<file path="src/rtl/rggen_apb_initiator_if.sv">
// APB bus bundle shared by the initiator and register-block adapters.
interface rggen_apb_if #(
  parameter int ADDRESS_WIDTH = 16,
  parameter int BUS_WIDTH     = 32
);
  logic                     psel;
  logic                     penable;
  logic [ADDRESS_WIDTH-1:0] paddr;
  logic [2:0]               pprot;
  logic                     pwrite;
  logic [BUS_WIDTH/8-1:0]   pstrb;
  logic [BUS_WIDTH-1:0]     pwdata;
  logic                     pready;
  logic [BUS_WIDTH-1:0]     prdata;
  logic                     pslverr;

  modport master (
    output psel, penable, paddr, pprot, pwrite, pstrb, pwdata,
    input  pready, prdata, pslverr
  );

  modport slave (
    input  psel, penable, paddr, pprot, pwrite, pstrb, pwdata,
    output pready, prdata, pslverr
  );
endinterface

</file>
<file path="src/rtl/rggen_apb_initiator.sv">
// APB requester: turns one outstanding valid/ready command into a SETUP/ACCESS
// transfer and returns data/status on a valid/ready response channel.
module rggen_apb_initiator #(
  parameter int ADDRESS_WIDTH         = 16,
  parameter int BUS_WIDTH             = 32,
  parameter int TIMEOUT_CYCLES        = 256,
  parameter int TIMEOUT_COUNTER_WIDTH = 9
) (
  input  logic                     i_clk,
  input  logic                     i_rst_n,
  input  logic                     i_cmd_valid,
  output logic                     o_cmd_ready,
  input  logic                     i_cmd_write,
  input  logic [ADDRESS_WIDTH-1:0] i_cmd_address,
  input  logic [BUS_WIDTH-1:0]     i_cmd_write_data,
  input  logic [BUS_WIDTH/8-1:0]   i_cmd_strobe,
  output logic                     o_rsp_valid,
  input  logic                     i_rsp_ready,
  output logic [BUS_WIDTH-1:0]     o_rsp_read_data,
  output logic [1:0]               o_rsp_status,
  rggen_apb_if.master              apb_if
);
  localparam int STRB_WIDTH = BUS_WIDTH / 8;
  localparam int ADDR_LSB   = $clog2(STRB_WIDTH);
  localparam logic [ADDRESS_WIDTH-1:0] ADDR_MASK =
    ~ADDRESS_WIDTH'((1 << ADDR_LSB) - 1);
  localparam logic [1:0] STATUS_OKAY    = 2'b00;
  localparam logic [1:0] STATUS_SLVERR  = 2'b01;
  localparam logic [1:0] STATUS_TIMEOUT = 2'b10;

  typedef enum logic [1:0] {IDLE, SETUP, ACCESS, RESPONSE} state_e;

  state_e                           state_q, state_d;
  logic                             psel_q, psel_d;
  logic                             penable_q, penable_d;
  logic [ADDRESS_WIDTH-1:0]         paddr_q, paddr_d;
  logic                             pwrite_q, pwrite_d;
  logic [STRB_WIDTH-1:0]            pstrb_q, pstrb_d;
  logic [BUS_WIDTH-1:0]             pwdata_q, pwdata_d;
  logic                             rsp_valid_q, rsp_valid_d;
  logic [BUS_WIDTH-1:0]             rsp_data_q, rsp_data_d;
  logic [1:0]                       rsp_status_q, rsp_status_d;
  logic [TIMEOUT_COUNTER_WIDTH-1:0] count_q, count_d;
  logic                             timeout_hit;

  // The abort fires on the last permitted wait cycle; pready still takes priority.
  if (TIMEOUT_CYCLES != 0) begin : g_timeout
    localparam int unsigned LAST = TIMEOUT_CYCLES - 1;
    assign timeout_hit = (count_q == TIMEOUT_COUNTER_WIDTH'(LAST));
  end else begin : g_no_timeout
    assign timeout_hit = 1'b0;
  end

  always_ff @(posedge i_clk or negedge i_rst_n) begin
    if (!i_rst_n) begin
      state_q <= IDLE;
    end else begin
      state_q <= state_d;
    end
  end

  always_comb begin
    state_d = state_q;
    case (state_q)
      IDLE:     if (i_cmd_valid) state_d = SETUP;
      SETUP:    state_d = ACCESS;
      ACCESS:   if (apb_if.pready || timeout_hit) state_d = RESPONSE;
      RESPONSE: if (i_rsp_ready) state_d = IDLE;
      default:  state_d = IDLE;
    endcase
  end

  always_comb begin
    psel_d       = psel_q;
    penable_d    = penable_q;
    paddr_d      = paddr_q;
    pwrite_d     = pwrite_q;
    pstrb_d      = pstrb_q;
    pwdata_d     = pwdata_q;
    rsp_valid_d  = rsp_valid_q;
    rsp_data_d   = rsp_data_q;
    rsp_status_d = rsp_status_q;
    count_d      = count_q;
    case (state_q)
      IDLE: begin
        if (i_cmd_valid) begin
          psel_d    = 1'b1;
          penable_d = 1'b0;
          paddr_d   = i_cmd_address & ADDR_MASK;
          pwrite_d  = i_cmd_write;
          pstrb_d   = i_cmd_write ? i_cmd_strobe : '0;
          pwdata_d  = i_cmd_write ? i_cmd_write_data : '0;
        end
      end
      SETUP: begin
        penable_d = 1'b1;
        count_d   = '0;
      end
      ACCESS: begin
        if (apb_if.pready) begin
          psel_d       = 1'b0;
          penable_d    = 1'b0;
          rsp_valid_d  = 1'b1;
          rsp_data_d   = pwrite_q ? '0 : apb_if.prdata;
          rsp_status_d = apb_if.pslverr ? STATUS_SLVERR : STATUS_OKAY;
        end else if (timeout_hit) begin
          psel_d       = 1'b0;
          penable_d    = 1'b0;
          rsp_valid_d  = 1'b1;
          rsp_data_d   = '0;
          rsp_status_d = STATUS_TIMEOUT;
        end else begin
          count_d = count_q + TIMEOUT_COUNTER_WIDTH'(1);
        end
      end
      RESPONSE: begin
        if (i_rsp_ready) rsp_valid_d = 1'b0;
      end
      default: ;
    endcase
  end

  always_ff @(posedge i_clk or negedge i_rst_n) begin
    if (!i_rst_n) begin
      psel_q       <= 1'b0;
      penable_q    <= 1'b0;
      paddr_q      <= '0;
      pwrite_q     <= 1'b0;
      pstrb_q      <= '0;
      pwdata_q     <= '0;
      rsp_valid_q  <= 1'b0;
      rsp_data_q   <= '0;
      rsp_status_q <= STATUS_OKAY;
      count_q      <= '0;
    end else begin
      psel_q       <= psel_d;
      penable_q    <= penable_d;
      paddr_q      <= paddr_d;
      pwrite_q     <= pwrite_d;
      pstrb_q      <= pstrb_d;
      pwdata_q     <= pwdata_d;
      rsp_valid_q  <= rsp_valid_d;
      rsp_data_q   <= rsp_data_d;
      rsp_status_q <= rsp_status_d;
      count_q      <= count_d;
    end
  end

  assign o_cmd_ready     = (state_q == IDLE);
  assign o_rsp_valid     = rsp_valid_q;
  assign o_rsp_read_data = rsp_data_q;
  assign o_rsp_status    = rsp_status_q;

  assign apb_if.psel    = psel_q;
  assign apb_if.penable = penable_q;
  assign apb_if.paddr   = paddr_q;
  assign apb_if.pprot   = 3'b000;
  assign apb_if.pwrite  = pwrite_q;
  assign apb_if.pstrb   = pstrb_q;
  assign apb_if.pwdata  = pwdata_q;
endmodule

</file>
<file path="src/flat_wrapper.sv">
// flat-port wrapper written by rule: the top's interface ports become plain ports
module rggen_apb_initiator_flat 
#(
  parameter int ADDRESS_WIDTH         = 16,
  parameter int BUS_WIDTH             = 32,
  parameter int TIMEOUT_CYCLES        = 256,
  parameter int TIMEOUT_COUNTER_WIDTH = 9
)
  (i_clk, i_rst_n, i_cmd_valid, o_cmd_ready, i_cmd_write, i_cmd_address, i_cmd_write_data, i_cmd_strobe, o_rsp_valid, i_rsp_ready, o_rsp_read_data, o_rsp_status, apb_if_psel, apb_if_penable, apb_if_paddr, apb_if_pprot, apb_if_pwrite, apb_if_pstrb, apb_if_pwdata, apb_if_pready, apb_if_prdata, apb_if_pslverr);
  rggen_apb_if #(.ADDRESS_WIDTH(ADDRESS_WIDTH), .BUS_WIDTH(BUS_WIDTH)) apb_if_i ();
  input  logic i_clk;
  input  logic i_rst_n;
  input  logic i_cmd_valid;
  output logic o_cmd_ready;
  input  logic i_cmd_write;
  input  logic [ADDRESS_WIDTH-1:0] i_cmd_address;
  input  logic [BUS_WIDTH-1:0] i_cmd_write_data;
  input  logic [BUS_WIDTH/8-1:0] i_cmd_strobe;
  output logic o_rsp_valid;
  input  logic i_rsp_ready;
  output logic [BUS_WIDTH-1:0] o_rsp_read_data;
  output logic [1:0] o_rsp_status;
  output wire logic [$bits(apb_if_i.psel)-1:0] apb_if_psel;
  output wire logic [$bits(apb_if_i.penable)-1:0] apb_if_penable;
  output wire logic [$bits(apb_if_i.paddr)-1:0] apb_if_paddr;
  output wire logic [$bits(apb_if_i.pprot)-1:0] apb_if_pprot;
  output wire logic [$bits(apb_if_i.pwrite)-1:0] apb_if_pwrite;
  output wire logic [$bits(apb_if_i.pstrb)-1:0] apb_if_pstrb;
  output wire logic [$bits(apb_if_i.pwdata)-1:0] apb_if_pwdata;
  input wire logic [$bits(apb_if_i.pready)-1:0] apb_if_pready;
  input wire logic [$bits(apb_if_i.prdata)-1:0] apb_if_prdata;
  input wire logic [$bits(apb_if_i.pslverr)-1:0] apb_if_pslverr;
  assign apb_if_psel = apb_if_i.psel;
  assign apb_if_penable = apb_if_i.penable;
  assign apb_if_paddr = apb_if_i.paddr;
  assign apb_if_pprot = apb_if_i.pprot;
  assign apb_if_pwrite = apb_if_i.pwrite;
  assign apb_if_pstrb = apb_if_i.pstrb;
  assign apb_if_pwdata = apb_if_i.pwdata;
  assign apb_if_i.pready = apb_if_pready;
  assign apb_if_i.prdata = apb_if_prdata;
  assign apb_if_i.pslverr = apb_if_pslverr;
  rggen_apb_initiator #(.ADDRESS_WIDTH(ADDRESS_WIDTH), .BUS_WIDTH(BUS_WIDTH), .TIMEOUT_CYCLES(TIMEOUT_CYCLES), .TIMEOUT_COUNTER_WIDTH(TIMEOUT_COUNTER_WIDTH)) u_core (.i_clk(i_clk), .i_rst_n(i_rst_n), .i_cmd_valid(i_cmd_valid), .o_cmd_ready(o_cmd_ready), .i_cmd_write(i_cmd_write), .i_cmd_address(i_cmd_address), .i_cmd_write_data(i_cmd_write_data), .i_cmd_strobe(i_cmd_strobe), .o_rsp_valid(o_rsp_valid), .i_rsp_ready(i_rsp_ready), .o_rsp_read_data(o_rsp_read_data), .o_rsp_status(o_rsp_status), .apb_if(apb_if_i));
endmodule
</file>
<file path="config.mk">
export PLATFORM = sky130hd
export DESIGN_NAME = rggen_apb_initiator_flat
export DESIGN_NICKNAME = d
export VERILOG_FILES = /design/src/rtl/rggen_apb_initiator_if.sv /design/src/rtl/rggen_apb_initiator.sv /design/src/flat_wrapper.sv
export SDC_FILE = /design/constraint.sdc
export NUM_CORES = 1
export LEC_CHECK = 0
export BUFFER_PORTS_ARGS = -buffer_cell sky130_fd_sc_hd__buf_2
export CAP_MARGIN = 20
export CELL_PAD_IN_SITES_DETAIL_PLACEMENT = 1
export CELL_PAD_IN_SITES_GLOBAL_PLACEMENT = 2
export CORE_ASPECT_RATIO = 1.75
export CORE_MARGIN = 3
export CORE_UTILIZATION = 27
export DETAILED_ROUTE_END_ITERATION = 12
export GPL_TIMING_DRIVEN = 0
export HOLD_SLACK_MARGIN = 0.08
export PLACE_DENSITY_LB_ADDON = 0.1
export SYNTH_ARGS = -nofsm -noshare
export SYNTH_HDL_FRONTEND = slang
export SYNTH_SLANG_ARGS = --single-unit
</file>
<file path="constraint.sdc">
create_clock -name i_clk -period 2.9 [get_ports i_clk]
set_clock_uncertainty 0.1 [all_clocks]
set_input_delay 0.29 -clock i_clk [delete_from_list [all_inputs] [get_ports i_clk]]
set_output_delay 0.29 -clock i_clk [all_outputs]
set_load 0.05 [all_outputs]
</file>
**Yosys cells after proc, flatten, opt, wreduce, memory -nomap -nowiden**

Cells that the tools add are included.

- Bits in registers: 99
- Bits in latches: 0
- Bits in writable memories: 0
- ROM bits: 0
- Bits of input ports: 91
- Output and inout port bits: 94
- Logic and storage cells: 61
- Memories: 0

- Add/subtract/negate cells: 1
- Multipliers: 0
- Divide/modulo/power cells: 0
- Magnitude comparators: 0
- Equal/unequal tests: 10
- Shift-type cells: 0
- Muxes and demuxes: 25
- Bitwise operators: 0
- Reductions and logical operators: 14

Operators with widths:

| cell | count |
|---|---|
| $mux 32 | 4 |
| $mux 9 | 2 |
| $pmux 9 s2 | 1 |
| $reduce_and 3->1 | 5 |
| $mux 2 | 5 |
| $add 9x1->9 const B | 1 |
| $eq 9x8->1 const B | 1 |
| $mux 1 | 8 |
| $ne 2x2->1 const B | 4 |
| $pmux 2 s4 | 1 |
| $reduce_bool 2->1 | 4 |
| $eq 2x2->1 const B | 2 |
| $mux 4 | 1 |
| $pmux 1 s2 | 2 |
| $reduce_and 2->1 | 2 |
| $ne 3x2->1 const B | 1 |
| $pmux 1 s3 | 1 |
| $reduce_bool 3->1 | 1 |
| $eq 2x1->1 const B | 1 |
| $logic_not 2->1 | 1 |
| $ne 2x1->1 const B | 1 |
| $logic_or 1x1->1 | 1 |

**Depth between registers and ports, before layout**

Gate-level depths: netlist (run 1).

- Word-level depth: 4
- Mapped depth: 9
- Depth with buffers taken out: 7

**Worst setup path after synthesis (run 1)**

OpenSTA, ideal clock, no wires.

- Kind: reg-to-reg
- Start: register u_core.count_q[0]
- End: register u_core.count_q[6]
- Library setup time: 0.140 ns
- Arrival time: 1.911 ns
- Required time: 2.660 ns
- Setup slack: 0.749 ns
- Cell stages (with the launch flop): 9
- Buffers on the path: 1
- Clock period less this slack: 2.151 ns
- Cell sequence: dfrtp_1 ha_1 nand3_1 nor2_1 ha_1 or3b_4 buf_2 o311ai_0 o41ai_1

- Word-level cells in the longest chain between the ends: 4
- Elaborated cells between the ends (all ways): 7
- Classes of those cells: add/sub: 1; eq/ne: 2; mux: 3; reduce/logical: 1

RTL lines:

| item | RTL line | text |
|---|---|---|
| from (decl) | rggen_apb_initiator.sv:43 | `logic [TIMEOUT_COUNTER_WIDTH-1:0] count_q, count_d;` |
| from (signal assigned) | rggen_apb_initiator.sv:145 | `count_q <= count_d;` |
| $add 9x1->9 | rggen_apb_initiator.sv:113 | `count_d = count_q + TIMEOUT_COUNTER_WIDTH'(1);` |
| $mux 9 | rggen_apb_initiator.sv:106 | `end else if (timeout_hit) begin` |
| $mux 9 | rggen_apb_initiator.sv:100 | `if (apb_if.pready) begin` |
| $pmux 9 s2 | rggen_apb_initiator.sv:84 | `case (state_q)` |

Several ways; a longest one is shown, not always the timed one. The select of a mux whose other input is x is not followed.
A chain may end at the register's enable or synchronous reset.

**Final worst setup path (run 1)**

- Start: register u_core.count_q[0]
- End: register u_core.rsp_data_q[28], in the netlist u_core.o_rsp_read_data[28]

- Word-level cells in the longest chain between the ends: 3

RTL lines:

| item | RTL line | text |
|---|---|---|
| $eq 9x8->1 | rggen_apb_initiator.sv:49 | `assign timeout_hit = (count_q == TIMEOUT_COUNTER_WIDTH'(LAST));` |
| $reduce_bool 2->1 (no line) | -- |  |
| $reduce_and 2->1 (no line) | -- |  |
| to (signal assigned) | rggen_apb_initiator.sv:143 | `rsp_data_q <= rsp_data_d;` |
| to (decl) | rggen_apb_initiator.sv:41 | `logic [BUS_WIDTH-1:0] rsp_data_q, rsp_data_d;` |

No other way between the ends.

==> results of run 1 <==
[metrics by stage]
stage / hold slack [ns] / power [mW] / cell area [µm²] / util / setup slack (ns)
2_1_floorplan: -0.106 / 5.06 / 4110 / - / 0.749
3_3_place_gp: 0.357 / 6.04 / 5210 / 0.357 / 0.225
3_5_place_dp: 0.191 / 6.13 / 5240 / 0.359 / 0.290
4_1_cts: 0.0805 / 7.41 / 5780 / 0.396 / 0.266
5_1_grt: 0.0848 / 7.75 / 5780 / 0.397 / 0.00303
6_report: 0.0884 / 7.28 / 5780 / 0.397 / 0.316
[final cells by class]
type | count | area (µm²)
Clock buffer | 10 | 239
Clock inverter | 5 | 62.6
Inverter | 3 | 11.3
Buffer | 31 | 141
Multi-Input combinational cell | 286 | 1480
Sequential cell | 99 | 2480
Timing Repair Buffer | 201 | 1150
Tap cell | 180 | 225
Fill cell | 1754 | 8800
[cell usage after synthesis (3+ instances only)]
master      n  area [µm²]
a21oi_1     7        35.0
buf_4       6        45.0
nand3_1     6        30.0
nor2b_1     5        31.3
ha_1        7        87.6
clkbuf_1   22        82.6
dfrtp_1    99        2480
inv_1       3        11.3
mux2i_1     4        40.0
o21ai_0    74         370
nand2_1   143         537
mux2_2     18         203
[logic make-up after synthesis]
family / after synthesis / synth area share
flip-flops: 99 / 0.606
adder cells (fa/ha/maj): 7 / 0.0214
other: 1 / 0.000917
AO/OA/AOI/OAI: 86 / 0.110
multiplexers: 22 / 0.0593
buffers and inverters: 34 / 0.0370
AND/OR/NAND/NOR: 166 / 0.166
[registers in the layout, summed over array words and instances (netlist names)]
| name | cells |
|---|---|
| u_core.apb_if.paddr | 14 |
| u_core.o_rsp_valid | 1 |
| u_core.count_q | 9 |
| u_core.o_rsp_status | 2 |
| u_core.apb_if.penable | 1 |
| u_core.o_rsp_read_data | 32 |
| u_core.state_q | 2 |
| u_core.apb_if.pwdata | 32 |
| u_core.apb_if.psel | 1 |
| u_core.apb_if.pwrite | 1 |
| u_core.apb_if.pstrb | 4 |
[where the power goes]
group	internal [mW]	total (mW)	switching (mW)
sequential	1.95	2.26	0.302
combinational	0.876	3.80	2.92
clock	0.693	1.23	0.537
[critical path: stages, from the launching register on]
cell and delay (ns):
dfrtp_1 0.41, ha_1 0.26, nand3_1 0.10, nor2_1 0.05, ha_1 0.23, o21ai_0 0.32
clkbuf_1 0.41, clkbuf_1 0.43, nand2_1 0.10, o21ai_0 0.08
[per-layer routing]
metal | up-vias | GRT usage
li1 | 1788 | -
met1 | 1790 | 0.172
met2 | 129 | 0.275
met3 | 12 | 0.0524
met4 | 0 | 0.0482
met5 | - | 0
[final timing paths]
kind,start,to,slack [ns]
max,u_core.count_q[0],u_core.o_rsp_read_data[28],0.32
min,apb_if_prdata[7],u_core.o_rsp_read_data[7],0.09
max reg2reg,u_core.count_q[0],u_core.o_rsp_read_data[28],0.32
min reg2reg,u_core.apb_if.pwdata[13],u_core.apb_if.pwdata[13],0.38
max in group asynchronous,i_rst_n,u_core.apb_if.pwdata[14],1.65
min in group asynchronous,i_rst_n,u_core.o_rsp_read_data[15],0.34
[what timing repair did]
action	CTS	global route
hold endpoints to repair	56	0
setup endpoints to repair	0	1
hold buffers	24	0
resized for setup	0	2
==> impl_metrics.ini, run 1 <==
[worst_setup_path]
critPathCaptureType = register
worstSetupPathType = register to register
ff2ff_path_depth = 9
critPathRequiredTime_ns = 3.06
cp-start-kind = register
crit_fanout = 10
crit_arrival_ns = 2.75

[sta]
setup_viol = 0
tns_ns = 0
tightest_slew_ns = 0.640
period_minus_slack_ns = 2.58
slew_headroom = 0.573
hold_viol = 0
slew_violations = 0
rsz0062_at_grt = no
fmax_mhz = 387
post-route-period-util = 0.891

[floorplan]
dieWidth_um = 99.0
rows = 58
die-area_mm2 = 0.0167
fp.dieH_um = 169
coreArea_mm2 = 0.0146
pin_count = 185
start_util = 0.280

[placement]
detailed_place_hpwl_um = 9750
port_buffers = 176
dp_cells = 776
globalplace.congestion = 0.709

[grt]
grt_first_pass_wirelength_um = 20700
overflow = 0
track_usage = 0.155
antenna_found_initial = 0
grt_pass1_vias = 4084
grt_max_degree = 67

[synth]
synth_edf_count = 0
synth_area_mm2 = 0.00409
synth-async-reset-ratio = 1.00
yosysSeqAreaShare = 0.606
synthCells = 415
ys_ff_latch = 99
ys_warn_count = 0
yosys_most_used_dff = dfrtp_1
synth_cell_types = 27
syn_area_per_cell_um2 = 9.86

[finish]
final_cell_count_no_fill = 815
n_antenna_cell = 0
nNetsFinal = 729
layout-drive-gt1-share = 0.346
mostFrequentLayoutCell = buf_2
layout_common_cells = 176 x buf_2, 143 x nand2_1, 99 x dfrtp_1
syn_to_final_growth_pct = 41.4

[hold_path]
min_path_type = primary input to register
min_delay_path_depth = 3

[route]
antenna_left = 0
highest_layer = met4
dr.pass1.iters = 4
dr_wl_met3_um = 1020
wl_per_cell_um = 15.7
m1WireLength_um = 4880
first_iter_violations = 71
routed-wl-met2_um = 6690
vias = 3719
routed_wl_um = 12800
drc = 0
vias_per_cell = 4.56

[clock_network]
cts_setup_buffers = 0
cts_root_buf = clkbuf_16
cts_tree = built
htreeDepth = 3
cts_sinks = 99
cts_buffers = 9
clk_pin_slew_worst_paths_ns = 0.07
insertion_delay_ns = 0.34
cts_max_path_buffers = 2

[run_status]
run_status = completed

[pwr]
powerDensity_mw_per_mm2 = 1260
p_leak_nw = 2.95
ir_worst_vdd_mv = 0.431

[run]
drv_cap = 0
Power figures use the tool's default switching activity.
==> run 2, diff against run 1 <==
--- a/config.mk
+++ b/config.mk
@@ -11,7 +11,7 @@
 export CELL_PAD_IN_SITES_GLOBAL_PLACEMENT = 2
 export CORE_ASPECT_RATIO = 1.75
 export CORE_MARGIN = 3
-export CORE_UTILIZATION = 27
+export CORE_UTILIZATION = 24
 export DETAILED_ROUTE_END_ITERATION = 12
 export GPL_TIMING_DRIVEN = 0
 export HOLD_SLACK_MARGIN = 0.08
==> constraint.sdc (replaced) <==
create_clock -name i_clk -period 2.2 [get_ports i_clk]
set_clock_uncertainty 0.1 [all_clocks]
set_input_delay 0.22 -clock i_clk [delete_from_list [all_inputs] [get_ports i_clk]]
set_output_delay 0.22 -clock i_clk [all_outputs]
set_load 0.05 [all_outputs]
==> impl_metrics.ini, run 2 (synthesis gave the netlist of run 1 again) <==
[sta]
rsz0062_at_grt = no
period_minus_slack_ns = 2.13
slew_violations = 0
setup_ws_ns = 0.0713
post-route-period-util = 0.968
hold_viol = 0
setup_viol = 0
hold_ws_ns = 0.126
fmax_mhz = 470

[worst_setup_path]
cp-startpoint = u_core.count_q[1]
worstSetupPathType = register to register
crit_slowest_cell = or4_4
crit_chain = ha_4 -> nand3_1 -> nor2_2 -> ha_4 -> or3b_4 -> or4_4 -> a21oi_2
slowest_delay_ns = 0.50
critical_path.most_common_cell = ha_4
critPathRequiredTime_ns = 2.38
rrSetupSlack_ns = 0.07
cp_num_buf_inv = 0
crit_end = u_core.count_q[7]
crit_family = simple AND/OR/NAND/NOR gates
timing.rr.end = u_core.count_q[7]
critPathCaptureType = register
crit_fanout = 5
crit_arrival_ns = 2.30
ff2ff_path_depth = 7
worstReg2RegStart = u_core.count_q[1]
path_depth = 7
cp-start-kind = register

[run_status]
run_status = completed

[route]
wl_per_cell_um = 14.8
dr_wl_met3_um = 890
routed_wl_um = 13700
vias = 3977
drc = 0
routed-wl-met2_um = 7470
highest_layer = met5
m1WireLength_um = 5180
antenna_left = 0
vias_per_cell = 4.30
dr.pass1.iters = 4
first_iter_violations = 61

[clock_network]
clk_pin_slew_worst_paths_ns = 0.07
cts_max_path_buffers = 2
cts_root_buf = clkbuf_16
cts_buffers = 9
cts_sinks = 99
insertion_delay_ns = 0.34
htreeDepth = 3
cts_tree = built

[placement]
globalplace.congestion = 0.751
port_buffers = 176
post-place-ws_ns = -0.389
detailed_place_hpwl_um = 9890

[finish]
mostFrequentLayoutCell = buf_2
nNetsFinal = 794
layout_common_cells = 176 x buf_2, 143 x nand2_1, 98 x dfrtp_1
syn_to_final_growth_pct = 60.7
layout-drive-gt1-share = 0.350
n_antenna_cell = 0

[pwr]
p_leak_nw = 3.27
powerDensity_mw_per_mm2 = 1500
ir_worst_vdd_mv = 0.627

[grt]
track_usage = 0.151
overflow = 0
grt_first_pass_wirelength_um = 22600
grt_pass1_vias = 4411
antenna_found_initial = 1
grt_max_degree = 66

[floorplan]
dieWidth_um = 105
die-area_mm2 = 0.0187
rows = 62
start_util = 0.246
pin_count = 185
coreArea_mm2 = 0.0166
fp.dieH_um = 179

[hold_path]
min_delay_path_depth = 3
min_path_type = primary input to register
hold_start = i_cmd_valid

[run]
drv_cap = 0
==> run 2: through the flow <==
stage / utilization / instance area, µm² / setup TNS, ns / total power, mW / instances
after floorplan: - / 4110 / 0 / 6.67 / 419
after global placement: 0.317 / 5270 / -62.32 / 7.98 / 819
after detailed placement: 0.319 / 5300 / -22.47 / 8.10 / 820
after CTS: 0.391 / 6490 / 0 / 9.96 / 923
after global routing: 0.396 / 6570 / 0 / 10.5 / 925
final: 0.396 / 6570 / 0 / 9.84 / 925
==> run 2: worst min-delay path by stage <==
stage                                       endpoint  slack (ns)
final                             u_core.apb_if.psel        0.13
after global routing              u_core.o_rsp_valid        0.14
after CTS                         u_core.o_rsp_valid        0.12
after detailed placement  u_core.o_rsp_read_data[14]        0.13
after global placement        u_core.apb_if.paddr[3]        0.35
after floorplan              u_core.apb_if.paddr[10]       -0.18
==> run 2: layout make-up <==
| class | count | area (µm²) |
|---|---|---|
| fillers | 1998 | 10000 |
| flip-flops and latches | 99 | 2480 |
| repair buffers | 266 | 1790 |
| multi-input cells | 286 | 1540 |
| well taps | 224 | 280 |
| clock buffers | 10 | 239 |
| plain buffers | 31 | 160 |
| clock inverters | 6 | 70.1 |
| inverters | 3 | 11.3 |
==> run 2: layer usage <==
metal  global-route usage  vias to the layer above
met5                    0                        -
met4               0.0421                        2
met3               0.0447                       16
met2                0.289                      127
met1                0.159                     1905
li1                     -                     1927
==> run 2: power breakdown <==
group	switching, mW	internal, mW	leakage (nW)
Sequential	0.417	2.57	1.29
Clock	0.734	0.927	0.154
Combinational	3.90	1.28	1.83
Total	5.05	4.78	3.27
==> run 2: timing repair <==
item / in CTS / in global routing
endpoints found under the hold margin: 118 / 0
setup endpoints to repair: 74 / 56
pin swaps: 0 / 6
setup buffers: 2 / 2
hold buffers: 85 / 0
cloned: 0 / 0
resized for setup: 13 / 18
==> run 2: worst reg2reg max path, cell delays in order, from the launching register on <==
cell and delay, ns:
dfrtp_1 0.41, ha_4 0.19, nand3_1 0.09, nor2_2 0.05
ha_4 0.18, or3b_4 0.41, or4_4 0.50, a21oi_2 0.13
==> run 3, diff against run 2 <==
--- a/config.mk
+++ b/config.mk
@@ -11,7 +11,7 @@
 export CELL_PAD_IN_SITES_GLOBAL_PLACEMENT = 2
 export CORE_ASPECT_RATIO = 1.75
 export CORE_MARGIN = 3
-export CORE_UTILIZATION = 24
+export CORE_UTILIZATION = 29
 export DETAILED_ROUTE_END_ITERATION = 12
 export GPL_TIMING_DRIVEN = 0
 export HOLD_SLACK_MARGIN = 0.08
==> constraint.sdc (replaced) <==
create_clock -name i_clk -period 2.76 [get_ports i_clk]
set_clock_uncertainty 0.1 [all_clocks]
set_input_delay 0.276 -clock i_clk [delete_from_list [all_inputs] [get_ports i_clk]]
set_output_delay 0.276 -clock i_clk [all_outputs]
set_load 0.05 [all_outputs]
==> impl_metrics.ini, run 3 (synthesis gave the netlist of run 1 again) <==
[floorplan]
rows = 56
dieWidth_um = 95.8
coreArea_mm2 = 0.0136
fp.dieH_um = 163
start_util = 0.301
die-area_mm2 = 0.0156
pin_count = 185

[route]
dr.pass1.iters = 4
first_iter_violations = 93
drc = 0
antenna_left = 0
wl_per_cell_um = 15.5
routed_wl_um = 13200
vias = 3921
vias_per_cell = 4.60

[placement]
detailed_place_hpwl_um = 9780
port_buffers = 176
dp_cells = 770
post-place-ws_ns = 0.133
globalplace.congestion = 0.758

[sta]
fmax_mhz = 410
hold_viol = 0
slew_violations = 0
post-route-period-util = 0.884
tns_ns = 0
period_minus_slack_ns = 2.44
rsz0062_at_grt = no
setup_viol = 0
slew_headroom = 0.538
setup_ws_ns = 0.320
tightest_slew_ns = 0.694

[grt]
antenna_found_initial = 0
track_usage = 0.177
grt_max_degree = 51
grt_first_pass_wirelength_um = 21700
overflow = 0
grt_pass1_vias = 4405

[clock_network]
cts_tree = built
cts_sinks = 99
clk_pin_slew_worst_paths_ns = 0.07
cts_setup_buffers = 0
htreeDepth = 3
insertion_delay_ns = 0.34
cts_root_buf = clkbuf_16
cts_max_path_buffers = 2
cts_buffers = 9

[run]
drv_cap = 0

[worst_setup_path]
rrSetupSlack_ns = 0.32
worstSetupPathType = register to register
crit_fanout = 10
slowest_delay_ns = 0.41
cp-start-kind = register
critPathCaptureType = register
crit_arrival_ns = 2.59
crit_chain = ha_1 -> nand3_1 -> nor2_1 -> ha_1 -> o21ai_0 -> clkbuf_2 -> clkbuf_1 -> nand2_1 -> o21ai_0
crit_slowest_cell = dfrtp_1
critPathRequiredTime_ns = 2.91

[hold_path]
min_path_type = primary input to register

[finish]
n_antenna_cell = 0
num-fill-cells = 1603
mostFrequentLayoutCell = buf_2
layout-drive-gt1-share = 0.325
final_cell_count_no_fill = 853
layout_common_cells = 176 x buf_2, 143 x nand2_1, 99 x dfrtp_1
syn_to_final_growth_pct = 51.5
nNetsFinal = 772

[pwr]
powerDensity_mw_per_mm2 = 1230
ir_worst_vdd_mv = 0.462
p_leak_nw = 3.13

[run_status]
run_status = completed
## run 3: changes by cell type in the layout (fill, tap and decap cells not counted), sizes merged
cell,delta
buf,-3
bufinv,-1
clkinv,+1
clkinvlp,+2
dlygate4sd3,-18
inv,-3
## run 3: worst max-delay path, delay by kind of cell (launching register included)
kind / cells / cell delay (ns)
DFF: 1 / 0.41
AOI/OAI and AO/OA: 2 / 0.37
buffers and inverters: 2 / 0.71
adders and majority gates: 2 / 0.50
and+or+nand+nor: 3 / 0.27
## run 3: repair_timing
item	CTS	global route
setup endpoints to repair	0	32
hold buffers	67	0
gates resized for setup	0	2
hold endpoints to repair	115	0
## run 3: per-stage QoR
step	cell area, µm²	hold slack, ns	power (mW)	utilization
2_1_floorplan	4110	-0.120	5.32	-
3_3_place_gp	5200	0.359	6.34	0.383
3_5_place_dp	5230	0.268	6.44	0.385
4_1_cts	6190	0.0817	7.77	0.456
5_1_grt	6200	0.0871	8.15	0.456
6_report	6200	0.0873	7.65	0.456
## run 3: layout make-up
cell class,instances,area [µm²],share of cell area
clock buffer,11,253,0.0408
sequential,99,2480,0.400
multi-input combinational,286,1480,0.238
buffer,31,141,0.0228
clock inverter,5,37.5,0.00606
timing repair buffer,244,1580,0.255
inverter,3,11.3,0.00182
tap,174,218,0.0351
## run 3: report_power, final
part / leakage [nW] / internal, mW / switching (mW)
clock: 0.138 / 0.663 / 0.562
sequential: 1.29 / 2.05 / 0.330
combinational: 1.70 / 0.961 / 3.08
total: 3.13 / 3.68 / 3.98
## run 3: worst paths after layout
| kind | startpoint | to | depth (start not counted) |
|---|---|---|---|
| worst max-delay path | u_core.count_q[0] | u_core.o_rsp_read_data[16] | 9 |
| worst min-delay path | i_cmd_write_data[10] | u_core.apb_if.pwdata[10] | 3 |
| worst max register to register | u_core.count_q[0] | u_core.o_rsp_read_data[16] | 9 |
| worst min register to register | u_core.o_rsp_read_data[24] | u_core.o_rsp_read_data[24] | 2 |
| max in group asynchronous | i_rst_n | u_core.apb_if.pwdata[29] | 3 |
| min in group asynchronous | i_rst_n | u_core.o_rsp_valid | 2 |
## run 3: routing by layer
layer  global-route usage  share of wire  vias to the layer above
li1                     -              -                     1876
met1                0.178           0.35                     1902
met2                0.343           0.57                      129
met3               0.0438          0.064                       14
met4               0.0538          0.014                        0
met5                    0              0                        -
